<file path="src/rtl/fsx_pkg.sv">
// Shared definitions for the frame synthesizer VRAM32 read path.
//   ID_BGW / ID_SPR : requester identifiers carried through the read tag pipe
//   VRAM32_ADDR_W   : VRAM32 word address width
//   VRAM32_DATA_W   : VRAM32 data width
//   rd_tag_t        : {valid, id} tag that follows each granted read
package fsx_pkg;

  localparam int unsigned VRAM32_ADDR_W = 14;
  localparam int unsigned VRAM32_DATA_W = 32;

  typedef enum logic {
    ID_BGW = 1'b0,
    ID_SPR = 1'b1
  } rd_id_e;

  typedef struct packed {
    logic   valid;
    rd_id_e id;
  } rd_tag_t;

endpackage

</file>
<file path="src/rtl/vram32_arbiter_if.sv">
// Requester-side bus of the VRAM32 read arbiter (BGW and sprite renderers).
//   bgw_req/bgw_addr      : BGW request, address held stable until granted
//   bgw_gnt               : BGW request accepted this cycle
//   bgw_rvalid/bgw_rdata  : one-cycle return pulse, data held until next pulse
//   spr_*                 : same set for the sprite renderer
// Modports: master = requesters, slave = arbiter.
interface vram32_arbiter_if #(
  parameter int unsigned ADDR_W = 14,
  parameter int unsigned DATA_W = 32
);

  logic              bgw_req;
  logic [ADDR_W-1:0] bgw_addr;
  logic              bgw_gnt;
  logic              bgw_rvalid;
  logic [DATA_W-1:0] bgw_rdata;

  logic              spr_req;
  logic [ADDR_W-1:0] spr_addr;
  logic              spr_gnt;
  logic              spr_rvalid;
  logic [DATA_W-1:0] spr_rdata;

  modport master (
    output bgw_req, bgw_addr, spr_req, spr_addr,
    input  bgw_gnt, bgw_rvalid, bgw_rdata,
    input  spr_gnt, spr_rvalid, spr_rdata
  );

  modport slave (
    input  bgw_req, bgw_addr, spr_req, spr_addr,
    output bgw_gnt, bgw_rvalid, bgw_rdata,
    output spr_gnt, spr_rvalid, spr_rdata
  );

endinterface

</file>
<file path="src/rtl/vram_rd_tag_pipe.sv">
// RD_LAT-deep shift register of {valid, id} read tags, aligned with the
// VRAM32 read latency so the exit stage coincides with vram32_q.
//   vga_clk, nreset : clock, asynchronous active-low clear of every stage
//   tag_in          : tag of the read granted this cycle
//   tag_out         : exit-stage tag (valid + id)
module vram_rd_tag_pipe
  import fsx_pkg::*;
#(
  parameter int unsigned RD_LAT = 1
) (
  input  logic    vga_clk,
  input  logic    nreset,
  input  rd_tag_t tag_in,
  output rd_tag_t tag_out
);

  rd_tag_t stage_q [RD_LAT];
  rd_tag_t stage_d [RD_LAT];

  always_comb begin
    stage_d[0] = tag_in;
    for (int unsigned i = 1; i < RD_LAT; i++) begin
      stage_d[i] = stage_q[i-1];
    end
  end

  always_ff @(posedge vga_clk or negedge nreset) begin
    if (!nreset) begin
      for (int unsigned i = 0; i < RD_LAT; i++) begin
        stage_q[i] <= '0;
      end
    end else begin
      for (int unsigned i = 0; i < RD_LAT; i++) begin
        stage_q[i] <= stage_d[i];
      end
    end
  end

  assign tag_out = stage_q[RD_LAT-1];

endmodule

</file>
<file path="src/rtl/vram32_arbiter.sv">
// Shares one synchronous VRAM32 read port between the BGW renderer and the
// sprite renderer. At most one read is granted per vga_clk; the returned word
// is routed back to whichever side issued it.
//   vga_clk, nreset : pixel clock, asynchronous active-low reset
//   display_active  : 1 = BGW preferred (active video), 0 = SPR preferred
//   bus             : requester handshake (slave side)
//   vram32_addr     : VRAM32 read address (holds last granted address when idle)
//   vram32_q        : VRAM32 read data, valid RD_LAT cycles after its address
module vram32_arbiter
  import fsx_pkg::*;
#(
  parameter int unsigned ADDR_W   = VRAM32_ADDR_W,
  parameter int unsigned DATA_W   = VRAM32_DATA_W,
  parameter int unsigned RD_LAT   = 1,
  parameter int unsigned MAX_WAIT = 4
) (
  input  logic              vga_clk,
  input  logic              nreset,
  input  logic              display_active,
  vram32_arbiter_if.slave   bus,
  output logic [ADDR_W-1:0] vram32_addr,
  input  logic [DATA_W-1:0] vram32_q
);

  localparam logic [3:0] WAIT_MAX = 4'(MAX_WAIT);

  logic              bgw_gnt_c, spr_gnt_c;
  logic [3:0]        bgw_wait_q, bgw_wait_d;
  logic [3:0]        spr_wait_q, spr_wait_d;
  logic [ADDR_W-1:0] addr_q, addr_d;
  logic              bgw_rvalid_q, bgw_rvalid_d;
  logic              spr_rvalid_q, spr_rvalid_d;
  logic [DATA_W-1:0] bgw_rdata_q, bgw_rdata_d;
  logic [DATA_W-1:0] spr_rdata_q, spr_rdata_d;
  rd_tag_t           tag_in, tag_out;

  // Grant: a lone requester always wins; on contention the non-preferred side
  // wins only when it has waited MAX_WAIT cycles and the preferred side has not.
  always_comb begin
    bgw_gnt_c = 1'b0;
    spr_gnt_c = 1'b0;
    if (nreset) begin
      if (bus.bgw_req && bus.spr_req) begin
        if (display_active) begin
          spr_gnt_c = (spr_wait_q == WAIT_MAX) && (bgw_wait_q != WAIT_MAX);
          bgw_gnt_c = !spr_gnt_c;
        end else begin
          bgw_gnt_c = (bgw_wait_q == WAIT_MAX) && (spr_wait_q != WAIT_MAX);
          spr_gnt_c = !bgw_gnt_c;
        end
      end else begin
        bgw_gnt_c = bus.bgw_req;
        spr_gnt_c = bus.spr_req;
      end
    end
  end

  // Wait counters only run while a side is requesting and losing.
  always_comb begin
    bgw_wait_d = '0;
    spr_wait_d = '0;
    if (bus.bgw_req && !bgw_gnt_c) begin
      bgw_wait_d = (bgw_wait_q == WAIT_MAX) ? WAIT_MAX : bgw_wait_q + 4'd1;
    end
    if (bus.spr_req && !spr_gnt_c) begin
      spr_wait_d = (spr_wait_q == WAIT_MAX) ? WAIT_MAX : spr_wait_q + 4'd1;
    end
  end

  // Address follows the grant combinationally and parks on the last grant.
  always_comb begin
    addr_d = addr_q;
    if (bgw_gnt_c) begin
      addr_d = bus.bgw_addr;
    end else if (spr_gnt_c) begin
      addr_d = bus.spr_addr;
    end
  end

  assign vram32_addr = addr_d;

  always_comb begin
    tag_in.valid = bgw_gnt_c || spr_gnt_c;
    tag_in.id    = spr_gnt_c ? ID_SPR : ID_BGW;
  end

  vram_rd_tag_pipe #(
    .RD_LAT (RD_LAT)
  ) u_tag_pipe (
    .vga_clk (vga_clk),
    .nreset  (nreset),
    .tag_in  (tag_in),
    .tag_out (tag_out)
  );

  // Exit tag lines up with vram32_q; capture into the owner's data register.
  always_comb begin
    bgw_rvalid_d = tag_out.valid && (tag_out.id == ID_BGW);
    spr_rvalid_d = tag_out.valid && (tag_out.id == ID_SPR);
    bgw_rdata_d  = bgw_rvalid_d ? vram32_q : bgw_rdata_q;
    spr_rdata_d  = spr_rvalid_d ? vram32_q : spr_rdata_q;
  end

  always_ff @(posedge vga_clk or negedge nreset) begin
    if (!nreset) begin
      bgw_wait_q   <= '0;
      spr_wait_q   <= '0;
      addr_q       <= '0;
      bgw_rvalid_q <= 1'b0;
      spr_rvalid_q <= 1'b0;
      bgw_rdata_q  <= '0;
      spr_rdata_q  <= '0;
    end else begin
      bgw_wait_q   <= bgw_wait_d;
      spr_wait_q   <= spr_wait_d;
      addr_q       <= addr_d;
      bgw_rvalid_q <= bgw_rvalid_d;
      spr_rvalid_q <= spr_rvalid_d;
      bgw_rdata_q  <= bgw_rdata_d;
      spr_rdata_q  <= spr_rdata_d;
    end
  end

  assign bus.bgw_gnt    = bgw_gnt_c;
  assign bus.spr_gnt    = spr_gnt_c;
  assign bus.bgw_rvalid = bgw_rvalid_q;
  assign bus.spr_rvalid = spr_rvalid_q;
  assign bus.bgw_rdata  = bgw_rdata_q;
  assign bus.spr_rdata  = spr_rdata_q;

endmodule
</file>
<file path="src/flat_wrapper.sv">
// flat-port wrapper written by rule: the top's interface ports become plain ports
module vram32_arbiter_flat import fsx_pkg::*;
#(
  parameter int unsigned ADDR_W   = VRAM32_ADDR_W,
  parameter int unsigned DATA_W   = VRAM32_DATA_W,
  parameter int unsigned RD_LAT   = 1,
  parameter int unsigned MAX_WAIT = 4
)
  (vga_clk, nreset, display_active, vram32_addr, vram32_q, bus_bgw_req, bus_bgw_addr, bus_spr_req, bus_spr_addr, bus_bgw_gnt, bus_bgw_rvalid, bus_bgw_rdata, bus_spr_gnt, bus_spr_rvalid, bus_spr_rdata);
  vram32_arbiter_if #(.ADDR_W(ADDR_W), .DATA_W(DATA_W)) bus_i ();
  input  logic vga_clk;
  input  logic nreset;
  input  logic display_active;
  output logic [ADDR_W-1:0] vram32_addr;
  input  logic [DATA_W-1:0] vram32_q;
  input wire logic [$bits(bus_i.bgw_req)-1:0] bus_bgw_req;
  input wire logic [$bits(bus_i.bgw_addr)-1:0] bus_bgw_addr;
  input wire logic [$bits(bus_i.spr_req)-1:0] bus_spr_req;
  input wire logic [$bits(bus_i.spr_addr)-1:0] bus_spr_addr;
  output wire logic [$bits(bus_i.bgw_gnt)-1:0] bus_bgw_gnt;
  output wire logic [$bits(bus_i.bgw_rvalid)-1:0] bus_bgw_rvalid;
  output wire logic [$bits(bus_i.bgw_rdata)-1:0] bus_bgw_rdata;
  output wire logic [$bits(bus_i.spr_gnt)-1:0] bus_spr_gnt;
  output wire logic [$bits(bus_i.spr_rvalid)-1:0] bus_spr_rvalid;
  output wire logic [$bits(bus_i.spr_rdata)-1:0] bus_spr_rdata;
  assign bus_i.bgw_req = bus_bgw_req;
  assign bus_i.bgw_addr = bus_bgw_addr;
  assign bus_i.spr_req = bus_spr_req;
  assign bus_i.spr_addr = bus_spr_addr;
  assign bus_bgw_gnt = bus_i.bgw_gnt;
  assign bus_bgw_rvalid = bus_i.bgw_rvalid;
  assign bus_bgw_rdata = bus_i.bgw_rdata;
  assign bus_spr_gnt = bus_i.spr_gnt;
  assign bus_spr_rvalid = bus_i.spr_rvalid;
  assign bus_spr_rdata = bus_i.spr_rdata;
  vram32_arbiter #(.ADDR_W(ADDR_W), .DATA_W(DATA_W), .RD_LAT(RD_LAT), .MAX_WAIT(MAX_WAIT)) u_core (.vga_clk(vga_clk), .nreset(nreset), .display_active(display_active), .bus(bus_i), .vram32_addr(vram32_addr), .vram32_q(vram32_q));
endmodule
</file>
<file path="config.mk">
export PLATFORM = sky130hd
export DESIGN_NAME = vram32_arbiter_flat
export DESIGN_NICKNAME = d
export VERILOG_FILES = /design/src/rtl/fsx_pkg.sv /design/src/rtl/vram32_arbiter_if.sv /design/src/rtl/vram_rd_tag_pipe.sv /design/src/rtl/vram32_arbiter.sv /design/src/flat_wrapper.sv
export SDC_FILE = /design/constraint.sdc
export NUM_CORES = 1
export LEC_CHECK = 0
export ABC_AREA = 1
export ABC_CLOCK_PERIOD_IN_PS = 2350
export BUFFER_PORTS_ARGS = -buffer_cell sky130_fd_sc_hd__buf_2
export CAP_MARGIN = 20
export CORE_ASPECT_RATIO = 1.1
export CORE_UTILIZATION = 43
export CTS_CLUSTER_DIAMETER = 60
export DETAILED_ROUTE_END_ITERATION = 12
export PLACE_DENSITY = 0.78
export SLEW_MARGIN = 10
export SYNTH_ARGS = -nofsm -noshare
export SYNTH_HDL_FRONTEND = slang
export SYNTH_HIERARCHICAL = 1
export SYNTH_SLANG_ARGS = --single-unit
</file>
<file path="constraint.sdc">
create_clock -name vga_clk -period 2.35 [get_ports vga_clk]
set_clock_uncertainty 0.1 [all_clocks]
set_input_delay 0.3525 -clock vga_clk [delete_from_list [all_inputs] [get_ports vga_clk]]
set_output_delay 0.3525 -clock vga_clk [all_outputs]
set_load 0.02 [all_outputs]
</file>
### Word level (Yosys, flattened, before mapping)

Index checks and enable logic that the tools add are counted.
Widths: inputs -> output; s select.

* bits in registers: 90
* bits in latches: 0
* RAM bits: 0
* bits in read-only memories: 0
* input port bits: 65
* output and inout port bits: 82
* logic and storage cells: 41
* memories kept: 0

* $add $sub $neg: 2
* multiply operators: 0
* divide/modulo/power cells: 0
* magnitude comparators: 0
* equal/unequal tests: 4
* shift operators: 0
* multiplexer cells: 13
* bitwise logic cells: 1
* reductions and logical operators: 12

Operators by type and width (count)
* $mux 14: 2
* $mux 4: 4
* $add 4x1->4 const B: 2
* $eq 4x3->1 const B: 2
* $ne 4x3->1 const B: 2
* $logic_and 1x1->1: 7
* $mux 1: 7
* $logic_not 1->1: 4
* $logic_or 1x1->1: 1
* $not 1->1: 1

### Logic depth before layout (Yosys ltp)

Gate-level depths: netlist of run 1.

* depth in word-level cells: 9
* mapped depth: 12
* mapped depth without buffers: 11

### Cells and area by module

The synthesis of run 1 kept the hierarchy.

Modules (own cells, without submodules)
* vram32_arbiter: times used 1, cells an instance 417, area each 3784.9 µm², seq. area each 2202.1 µm²
* vram_rd_tag_pipe: times used 1, cells an instance 2, area each 50.0 µm², seq. area each 50.0 µm²

### Worst setup path after synthesis of run 1

No wires, ideal clock.

* path kind: reg2out
* from: register u_core.spr_wait_q[0]
* to: output vram32_addr[11]
* arrival: 1.553 ns
* data required time: 1.898 ns
* setup slack: 0.344 ns
* cell stages (with the launch flop): 13
* buffers on the path: 1
* path through: dfrtp_1 > inv_1 > ha_1 > nand2_2 > nor2_4 > a21oi_4 > nand2_4 > nand2_4 > nand2_8 > inv_6 > buf_12 > nand2_2 > nand2_1

* elaborated cells between the ends (all ways): 14
* classes of those cells: 2 x eq/ne; 8 x mux; 4 x reduce/logical

RTL lines
* start: declaration: RTL line vram32_arbiter.sv:29 `logic [3:0] spr_wait_q, spr_wait_d;`
* start signal: assignment: RTL line vram32_arbiter.sv:115 `spr_wait_q <= spr_wait_d;`
* $eq 4x3->1: RTL line vram32_arbiter.sv:45 `spr_gnt_c = (spr_wait_q == WAIT_MAX) && (bgw_wait_q != WAIT_MAX);`
* $logic_and 1x1->1: RTL line vram32_arbiter.sv:45
* $logic_not 1->1: RTL line vram32_arbiter.sv:46 `bgw_gnt_c = !spr_gnt_c;`
* $mux 1 (*): RTL line vram32_arbiter.sv:44 `if (display_active) begin`
* $mux 1 (*): RTL line vram32_arbiter.sv:43 `if (bus.bgw_req && bus.spr_req) begin`
* $mux 1 (*): RTL line vram32_arbiter.sv:42 `if (nreset) begin`
* via bus_bgw_gnt: RTL line flat_wrapper.sv:20 `output wire logic [$bits(bus_i.bgw_gnt)-1:0] bus_bgw_gnt;`
* $mux 14 (*): RTL line vram32_arbiter.sv:73 `if (bgw_gnt_c) begin`
* end: declaration: RTL line flat_wrapper.sv:14 `output logic [ADDR_W-1:0] vram32_addr;`

Mark *: on every way through the listed nets, which the timed path passes. The rest lies on a longest branch.

### Worst setup path after layout of run 1

* from: register u_core.spr_wait_q[1]
* to: output vram32_addr[4]

* longest elaborated chain between the ends: 8
* elaborated cells between the ends (all ways): 14
* classes of those cells: 2 x eq/ne; 8 x mux; 4 x reduce/logical

RTL lines
* $ne 4x3->1: RTL line vram32_arbiter.sv:48 `bgw_gnt_c = (bgw_wait_q == WAIT_MAX) && (spr_wait_q != WAIT_MAX);`
* $logic_and 1x1->1: RTL line vram32_arbiter.sv:48
* $logic_not 1->1: RTL line vram32_arbiter.sv:49 `spr_gnt_c = !bgw_gnt_c;`
* $mux 1: RTL line vram32_arbiter.sv:44
* $mux 1: RTL line vram32_arbiter.sv:43
* $mux 1: RTL line vram32_arbiter.sv:42
* $mux 14: RTL line vram32_arbiter.sv:75 `end else if (spr_gnt_c) begin`
* $mux 14 (*): RTL line vram32_arbiter.sv:73

Every way passes the cells marked *; elsewhere a longest branch is shown, timed or not.

==> flow_metrics.py, run 1 <==
metrics = {
    "yosys": {
        "synth.avg_cell_area_sq_um": 9.15,
        "seq_area_frac_synth_pct": 58.7,
        "postSynth.asyncResetShare_pct": 100,
        "yosys_most_used_dff": "dfrtp_1",
        "synth_edf_count": 0,
        "syn_inst": 419,
        "syn_area_sq_mm": 0.00383,
        "synth_nets": 488,
        "synth_seq_cells": 90,
        "synth.distinct_cells": 27,
        "ys_warn_count": 6,
    },
    "floorplanning": {
        "num_io_pins": 147,
        "die_area_sq_mm": 0.00930,
        "die_x_um": 92.0,
        "die_h_um": 101,
        "start_util_pct": 45.1,
        "rows": 35,
        "coreArea_sq_mm": 0.00850,
    },
    "layout": {
        "n_antenna_cell": 0,
        "drive_gt1_share_pct": 39.5,
        "area_growth_pct": 37.4,
        "finalNetCount": 647,
    },
    "global_route": {
        "grt_util_all_layers_pct": 19.5,
        "grt_overflow": 0,
        "grt_pass1_wl_um": 14300,
        "grt_antenna_before_repair": 0,
        "grt_pass1_vias": 3069,
        "grt_max_degree": 65,
    },
    "cts": {
        "clkSlewWorstSetupHoldPaths_ns": 0.09,
        "worstSkewPairLatency_ns": 0.34,
        "clockBufferDepth": 2,
        "cts_root_buf": "clkbuf_8",
        "htree_levels": 3,
        "cts_buffers": 9,
        "cts_tree": "done",
        "cts_sinks": 90,
    },
    "sta": {
        "fmax_mhz": 405,
        "worst_slack_ns": -0.120,
        "rsz0062_at_grt": "true",
        "final-max-slew-violation-count": 0,
        "worst_slew_pin_slew_ns": 0.907,
        "holdWs_ns": 0.0471,
        "hold_viol_final": 0,
        "finalSetupViolCount": 14,
        "tns_ns": -1.23,
        "finalCritPeriodShare_pct": 105,
        "fin_crit_ns": 2.47,
        "slew_headroom_pct": 39.4,
    },
    "pwr": {
        "ir_drop_mv": 0.347,
        "static-leakage-power_nw": 2.95,
        "power_density_mw_per_mm2": 829,
    },
    "route": {
        "dr.pass1.iters": 4,
        "num_vias": 3368,
        "drc_errors": 0,
        "dr.first_iter.drc_count": 176,
        "vias_per_cell": 4.86,
        "wl_um": 9690,
        "wl_per_cell_um": 14.0,
        "ant_nets": 0,
    },
    "critical_path": {
        "path_delay_family": "simple AND/OR/NAND/NOR gates",
        "crit_fanout": 7,
        "critPathKind": "flop to output port",
        "reg2regPathDepth": 11,
        "worst-path-buf-inv": 3,
        "cp_num_cells": 11,
        "crit_arrival_ns": 2.02,
        "cp_cell_sequence": "inv_2, ha_4, nand2_4, o21ai_2, nand2_2, nand2_8, buf_8, nand4_1, nand3_2, nand2_2, buf_6",
        "cp-start-kind": "flop",
        "worstPathRequired_ns": 1.90,
        "critPathSlowestCell": "dfrtp_1",
        "crit_top_cell": "nand2_2",
        "cp_slowest_stage_delay_ns": 0.42,
        "cp-end-kind": "output port",
    },
    "placement": {
        "io_buffers": 146,
        "place_congestion": 0.803,
        "dp_hpwl_um": 6200,
    },
    "run_status": {
        "status": "finished with violations",
        "violations": "setup timing",
    },
    "job": {
        "maxCapViolCount": 0,
    },
    "min_path": {
        "hp-class": "primary input to async pin",
    },
}
==> layout make-up <==
type / instances / area (sq um)
multi-input combinational: 239 / 1380
tap: 111 / 139
sequential: 90 / 2250
timing repair buffer: 164 / 1000
clock buffer: 9 / 124
fill: 734 / 3230
clock inverter: 6 / 72.6
timing repair inverter: 1 / 16.3
inverter: 73 / 287
==> routing by layer <==
metal	vias to the layer above	global-route usage [%]	part of all wire, %
met4	0	5.77	2.7
met1	1572	24.5	40
met3	22	5.73	7.6
met5	-	0	0
met2	155	32.7	50
li1	1619	-	-
==> registers in the layout (all words and copies together), names as in the netlist <==
signal                     count
u_core/bus.spr_rdata          32
u_core/spr_wait_q              4
u_core/u_tag_pipe/tag_out      2
u_core/bus.spr_rvalid          1
u_core/bgw_wait_q              4
u_core/addr_q                 14
u_core/bus.bgw_rdata          32
u_core/bus.bgw_rvalid          1
==> synth_stat cells, types with 2 or more instances <==
cell | count | area (sq um)
buf_6 | 3 | 33.8
clkbuf_1 | 15 | 56.3
dfrtp_1 | 90 | 2250
ha_1 | 4 | 50.1
inv_1 | 71 | 267
nand2_1 | 102 | 383
nand2_2 | 12 | 75.1
nand2_4 | 2 | 22.5
nand3_1 | 17 | 85.1
nand4_1 | 14 | 87.6
nor2_1 | 7 | 26.3
nor3_1 | 2 | 10.0
o21ai_0 | 64 | 320
xor2_1 | 3 | 26.3
==> worst register-to-register path: stages, from the launching register on <==
cell and delay, ns:
dfrtp_1 0.42, inv_2 0.08, ha_4 0.13, nand2_4 0.05, o21ai_2 0.15, nand2_2 0.10
nand2_8 0.13, clkbuf_16 0.17, nand4_1 0.08, nand3_1 0.13, nand2_2 0.08, buf_4 0.13
==> kinds of logic after synthesis <==
family,after synthesis,synth area share [%]
AO/OA/AOI/OAI,67,9.14
buffers and inverters,94,10.5
adder cells (fa/ha/maj),4,1.31
XOR/XNOR,4,0.914
flip-flops,90,58.7
AND/OR/NAND/NOR,160,19.4
==> repair_timing <==
item | 4_1_cts | 5_1_grt
endpoints found under the hold margin | 13 | 0
pin swaps | 0 | 17
gates cloned | 2 | 4
hold buffers | 2 | 0
gates resized for setup | 29 | 44
endpoints found under the setup margin | 15 | 16
buffers inserted | 2 | 6
==> metrics by stage <==
stage,utilization [%],power (mW),setup slack [ns],area [sq um],std cells
floorplan,-,2.71,0.344,3830,419
global placement,54.8,3.14,0.290,4650,662
detailed placement,54.8,3.18,0.195,4650,662
CTS,58.7,4.30,-0.0795,4990,683
global route,62.0,4.63,-0.237,5270,693
finish,62.0,4.37,-0.120,5270,693
==> where the power goes <==
group          switching (mW)  internal [mW]  total (mW)  leakage [nW]
sequential              0.146           1.83        1.98          1.10
combinational           0.848          0.492        1.34          1.75
clock                   0.547          0.501        1.05        0.0971
total                    1.54           2.83        4.37          2.95
==> worst paths after layout <==
| check | from | endpoint | slack (ns) |
|---|---|---|---|
| max | u_core/spr_wait_q[1] | vram32_addr[4] | -0.12 |
| min | nreset | u_core/bus.bgw_rdata[29] | 0.05 |
| max reg2reg | u_core/spr_wait_q[1] | u_core/addr_q[13] | 0.52 |
| min reg2reg | u_core/u_tag_pipe/tag_out[0] | u_core/bus.bgw_rvalid | 0.38 |
| max in group asynchronous | nreset | u_core/bgw_wait_q[3] | 1.29 |
| min in group vga_clk | bus_bgw_addr[6] | u_core/addr_q[6] | 0.14 |
==> layout by cell type, fill, tap and decap left out, types with 4 or more instances in the layout <==
cell,synthesis,routed
o21ai_0,64,64
nand3_1,17,13
buf_4,1,15
nand2_1,102,82
inv_1,71,69
nand2_8,1,5
buf_2,1,130
nand3_2,0,5
inv_6,1,4
nor2_1,7,7
dfrtp_1,90,90
nand2_4,2,6
nand4_1,14,14
clkbuf_8,0,9
nand2_2,12,26
buf_6,3,14
Note: power is estimated with default switching activity, not from simulation.
==> run 2: changes to the inputs <==
Settings changed: ABC_AREA 1 to unset, HOLD_SLACK_MARGIN set to 0.08, PLACE_DENSITY 0.78 to 0.77.
==> run 2 against run 1 <==
  * The flow still finishes with violations (setup timing)
  * Global-route usage grew 2.6 points
  * Sequential share of layout area shrank 2.4 points
  * Register-to-register slack lost 0.44 ns
  * Synthesized area grew 0.95%
  * Clock power grew 8%
  * Sequential power is essentially flat
  * Non-clock buffer count grew 22
  * Sequential cell count is the same
  * Setup slack lost 0.24 ns
==> flow_metrics.py, run 2 <==
metrics = {
    "route": {
        "top_layer": "met4",
        "wl_met2_um": 5250,
        "ant_nets": 0,
        "route.met3.wl_um": 835,
        "dr.first_iter.drc_count": 81,
        "drc_errors": 0,
        "wl_met1_um": 4170,
        "dr.pass1.iters": 4,
        "num_vias": 3244,
        "wl_per_cell_um": 17.7,
        "wl_um": 10400,
        "vias_per_cell": 5.51,
    },
    "sta": {
        "worst_slew_pin_slew_ns": 0.556,
        "final-max-slew-violation-count": 0,
        "fmax_mhz": 369,
        "holdWs_ns": 0.129,
        "finalCritPeriodShare_pct": 115,
        "rsz0062_at_grt": "true",
        "hold_viol_final": 0,
        "worst_slack_ns": -0.363,
        "finalSetupViolCount": 16,
        "fin_crit_ns": 2.71,
        "slew_headroom_pct": 62.5,
    },
    "global_route": {
        "grt_util_all_layers_pct": 22.1,
        "grt_max_degree": 89,
        "grt_pass1_wl_um": 16000,
        "grt_overflow": 0,
        "grt_pass1_vias": 3258,
        "grt_antenna_before_repair": 0,
    },
    "layout": {
        "multiInputGateArea_sq_mm": 0.00176,
        "final_cell_mix": "buf_2 (131), dfrtp_1 (90), mux2_2 (64), buf_4 (34), a31oi_1 (19)",
        "final_common_cell": "buf_2",
        "fin_cells": 589,
        "final-seq-area_sq_mm": 0.00225,
        "nFillCells": 632,
        "area_growth_pct": 44.2,
        "drive_gt1_share_pct": 63.6,
        "finalNetCount": 542,
        "final_area_sq_mm": 0.00558,
        "n_antenna_cell": 0,
    },
    "yosys": {
        "yosys.area.top_type_share_pct": 58.2,
        "syn_area_sq_mm": 0.00387,
        "seq_area_frac_synth_pct": 58.2,
        "synth_edf_count": 0,
        "yosys_most_used_dff": "dfrtp_1",
        "syn_inst": 295,
        "ys_top_cells_by_count": "dfrtp_1 (90), mux2_2 (64), a31oi_1 (28), and2_1 (15)",
        "postSynth.asyncResetShare_pct": 100,
        "synth_seq_cells": 90,
        "synth.most_common_cell": "dfrtp_1",
        "synth_nets": 364,
        "synth.avg_cell_area_sq_um": 13.1,
        "ys_warn_count": 6,
        "synth_area_leaders": "dfrtp_1 (58%), mux2_2 (19%), a31oi_1 (4.5%)",
        "yosysTopAreaCell": "dfrtp_1",
        "synth.distinct_cells": 30,
    },
    "critical_path": {
        "critPathKind": "flop to output port",
        "cp_cell_sequence": "inv_1, ha_2, buf_6, nand3b_1, a21oi_2, buf_6, a31oi_1, a31oi_1, buf_4",
        "crit_fanout": 11,
        "cp_slowest_stage_delay_ns": 0.39,
        "cp-end-kind": "output port",
        "worstPathRequired_ns": 1.90,
        "crit_arrival_ns": 2.26,
        "rrSetupSlack_ns": 0.08,
        "critPathSlowestCell": "dfrtp_1",
        "cp-start-kind": "flop",
    },
    "cts": {
        "cts_buffers": 9,
        "clockBufferDepth": 2,
        "cts_tree": "done",
        "cts_sinks": 90,
        "cts_root_buf": "clkbuf_8",
        "clkSlewWorstSetupHoldPaths_ns": 0.10,
        "htree_levels": 3,
        "worstSkewPairLatency_ns": 0.35,
    },
    "placement": {
        "place_congestion": 0.842,
        "dp.cells": 550,
        "io_buffers": 146,
        "placed_area_sq_mm": 0.00480,
        "dp_slack_ns": -0.0746,
        "dp_hpwl_um": 6620,
    },
    "floorplanning": {
        "rows": 35,
        "num_io_pins": 147,
        "die_area_sq_mm": 0.00939,
        "start_util_pct": 45.3,
        "coreArea_sq_mm": 0.00854,
        "die_x_um": 92.5,
        "die_h_um": 102,
    },
    "pwr": {
        "static-leakage-power_nw": 2.55,
        "total_power_mw": 4.52,
        "ir_drop_mv": 0.357,
        "power_density_mw_per_mm2": 810,
    },
    "run_status": {
        "violations": "setup timing",
        "status": "finished with violations",
    },
    "min_path": {
        "hp-class": "primary input to flop",
    },
    "job": {
        "maxCapViolCount": 0,
    },
}
[run 2: changes by cell type in the layout (fill, tap and decap cells not counted), moves of 15 or more]
cell	delta
nand2_1	-77
nand2_2	-26
and2_1	+15
inv_1	-62
buf_4	+19
a31oi_1	+19
mux2_2	+64
o21ai_0	-63
[run 2: where the power goes]
part / internal, mW / switching, mW
combinational: 0.619 / 0.804
clock: 0.524 / 0.610
sequential: 1.83 / 0.139
[run 2: logic make-up after synthesis]
group,after synthesis,share of synthesized area (%)
AO/OA/AOI/OAI,63,11.4
buffers and inverters,30,3.36
adder cells (fa/ha/maj),5,1.58
multiplexers,64,18.6
XOR/XNOR,3,0.679
flip-flops,90,58.2
AND/OR/NAND/NOR,40,6.17
[run 2: final cells by class]
| type | count | area share (%) |
|---|---|---|
| flip-flops and latches | 90 | 40.3 |
| multi-input cells | 176 | 31.5 |
| repair buffers | 186 | 21.1 |
| well taps | 111 | 2.49 |
| clock buffers | 9 | 2.22 |
| clock inverters | 7 | 1.61 |
| inverters | 10 | 0.672 |
[run 2: per-layer routing]
| layer | track usage, % | up-vias |
|---|---|---|
| met2 | 38.3 | 175 |
| met5 | 0 | - |
| li1 | - | 1451 |
| met4 | 9.98 | 0 |
| met3 | 5.48 | 18 |
| met1 | 25.9 | 1600 |
[run 2: critical path: cells and delay by family, from the launching register on]
family / cells / cell delay, ns
fa+ha+maj: 1 / 0.18
buf+inv: 4 / 0.53
compound gates: 3 / 0.62
simple gates: 1 / 0.17
flops: 1 / 0.39
[run 2: worst paths after layout]
path,startpoint,to,cells after the start
setup / recovery,u_core/spr_wait_q[0],vram32_addr[9],9
hold / removal,vram32_q[25],u_core/bus.bgw_rdata[25],2
setup reg to reg,u_core/bgw_wait_q[0],u_core/bgw_wait_q[0],15
hold reg to reg,u_core/bus.bgw_rdata[4],u_core/bus.bgw_rdata[4],1
max in group asynchronous,nreset,u_core/spr_wait_q[2],4
min in group asynchronous,nreset,u_core/spr_wait_q[1],2
[run 2: metrics by stage]
| stage | utilization, % | TNS, ns |
|---|---|---|
| global route | 65.4 | -6.18 |
| floorplan | - | -0.909 |
| CTS | 63.6 | -3.92 |
| global placement | 56.2 | 0 |
| finish | 65.4 | -4.43 |
| detailed placement | 56.2 | -0.628 |
[run 2: timing repair]
action                     CTS  global route
resized for setup           66            16
hold endpoints to repair     2            20
buffers inserted            15             6
pin swaps                   10            18
gates cloned                 1             0
setup endpoints to repair   16            19
hold buffers                 1             1
==> run 3: changes to the inputs <==
Settings changed: CORE_MARGIN set to 2.
==> run 3 against run 2 <==
  * The flow still finishes with violations (setup timing)
  * Sequential power barely moved
  * Worst hold slack improved by 0.0079 ns
  * Setup slack got worse by 0.041 ns
  * Largest power group unchanged
  * Highest routed layer unchanged
==> flow_metrics.py, run 3 (synthesized netlist as in run 2, its figures left out) <==
metrics = {
    "run_status": {
        "status": "finished with violations",
        "violations": "setup timing",
    },
    "pwr": {
        "static-leakage-power_nw": 2.51,
        "p_clk_share_pct": 22.5,
        "p_sw_share_pct": 33.9,
        "internal_power_mw": 2.85,
        "ir_drop_mv": 0.291,
        "total_power_mw": 4.30,
        "power_density_mw_per_mm2": 795,
        "p_sw_mw": 1.46,
        "combinationalPowerShare_pct": 32.0,
        "p_seq_share_pct": 45.4,
    },
    "sta": {
        "final-max-slew-violation-count": 0,
        "fmax_mhz": 363,
        "worst_slew_pin_slew_ns": 0.948,
        "rsz0062_at_grt": "true",
        "hold_viol_final": 0,
        "worst_slack_ns": -0.404,
        "fin_crit_ns": 2.75,
        "slew_headroom_pct": 36.8,
        "finalCritPeriodShare_pct": 117,
        "finalSetupViolCount": 16,
    },
    "placement": {
        "dp_hpwl_um": 6240,
        "dp_slack_ns": -0.0892,
        "io_buffers": 146,
        "place_congestion": 0.748,
    },
    "floorplanning": {
        "rows": 36,
        "die_x_um": 94.5,
        "coreArea_sq_mm": 0.00883,
        "start_util_pct": 43.8,
        "num_io_pins": 147,
        "die_h_um": 104,
        "die_area_sq_mm": 0.00978,
    },
    "cts": {
        "cts_sinks": 90,
        "cts_tree": "done",
        "htree_levels": 3,
        "worstSkewPairLatency_ns": 0.36,
        "clockBufferDepth": 2,
        "clkSlewWorstSetupHoldPaths_ns": 0.09,
        "cts_root_buf": "clkbuf_8",
        "cts_buffers": 9,
    },
    "critical_path": {
        "cp-end-kind": "output port",
        "worstPathRequired_ns": 1.90,
        "critPathKind": "flop to output port",
        "crit_fanout": 7,
        "cp-start-kind": "flop",
        "crit_arrival_ns": 2.30,
    },
    "route": {
        "num_vias": 3232,
        "dr.pass1.iters": 4,
        "wl_per_cell_um": 16.9,
        "drc_errors": 0,
        "ant_nets": 0,
        "vias_per_cell": 5.43,
        "dr.first_iter.drc_count": 122,
        "wl_um": 10000,
    },
    "global_route": {
        "grt_pass1_wl_um": 15400,
        "grt_overflow": 0,
        "grt_util_all_layers_pct": 20.2,
        "grt_pass1_vias": 3202,
        "grt_max_degree": 79,
        "grt_antenna_before_repair": 0,
    },
    "layout": {
        "drive_gt1_share_pct": 61.3,
        "final_cell_mix": "buf_2 (134), dfrtp_1 (90), mux2_2 (64), buf_4 (36), a31oi_1 (25)",
        "final_common_cell": "buf_2",
        "finalNetCount": 545,
        "n_antenna_cell": 0,
        "area_growth_pct": 39.9,
    },
    "min_path": {
        "hp-class": "primary input to flop",
    },
    "job": {
        "maxCapViolCount": 0,
    },
}
## run 3: changes by cell type in the layout (fill, tap and decap cells not counted), moves of 3 or more
cell / previous run / this run
buf_2: 131 / 134
a211oi_4: 5 / 1
a31oi_1: 19 / 25
a211oi_1: 0 / 5
inv_8: 3 / 0
a31oi_2: 8 / 3
## run 3: final timing paths
check / startpoint / end / slack, ns / depth (start not counted)
setup / recovery: u_core/spr_wait_q[0] / vram32_addr[12] / -0.40 / 9
hold / removal: vram32_q[0] / u_core/bus.spr_rdata[0] / 0.14 / 2
setup reg to reg: u_core/bgw_wait_q[0] / u_core/bgw_wait_q[3] / 0.05 / 15
hold reg to reg: u_core/bus.bgw_rdata[24] / u_core/bus.bgw_rdata[24] / 0.41 / 1
max in group asynchronous: nreset / u_core/addr_q[1] / 1.25 / 2
min in group asynchronous: nreset / u_core/bgw_wait_q[3] / 0.19 / 2
## run 3: critical path: stages (launching register included)
cell,delay [ns]
dfrtp_1,0.40
inv_2,0.08
ha_4,0.14
buf_6,0.09
nand3b_1,0.23
a21oi_4,0.26
buf_6,0.16
a31oi_1,0.08
a31oi_1,0.27
buf_2,0.22
## run 3: what timing repair did
item / in CTS / in global routing
hold endpoints to repair: 12 / 0
pin swaps: 23 / 15
setup endpoints to repair: 16 / 19
gates cloned: 3 / 0
gates resized for setup: 51 / 15
hold buffers: 1 / 0
buffers inserted: 19 / 5
## run 3: power by group through the flow
stage               combinational, mW  sequential (mW)  clock [mW]
finish                           1.38             1.95       0.971
global route                     1.48             1.99        1.07
detailed placement               1.25             1.99           0
floorplan                       0.469             2.27           0
global placement                 1.22             1.97           0
CTS                              1.34             1.95        1.00
## run 3: routing by layer
metal	track usage, %	up-vias	wire length [um]
li1	-	1457	-
met1	23.5	1585	3970
met2	34.1	171	4980
met3	6.84	19	958
met4	7.76	0	144
met5	0	-	0
## run 3: area by class of cell
cell class	count	area, sq um
Multi-Input combinational cell	176	1640
Inverter	10	37.5
Timing Repair Buffer	189	1160
Clock buffer	11	141
Tap cell	114	143
Clock inverter	5	37.5
Fill cell	679	3410
Sequential cell	90	2250
## run 3: through the flow
step | instance area, sq um | setup TNS, ns | hold slack [ns] | utilization, % | instances
after floorplan | 3870 | -0.909 | -0.0431 | - | 295
after global placement | 4800 | 0 | 0.120 | 54.4 | 553
after detailed placement | 4800 | -0.864 | 0.126 | 54.4 | 553
after CTS | 5350 | -5.23 | 0.112 | 60.5 | 592
after global routing | 5420 | -6.98 | 0.112 | 61.4 | 595
final | 5420 | -5.22 | 0.137 | 61.4 | 595
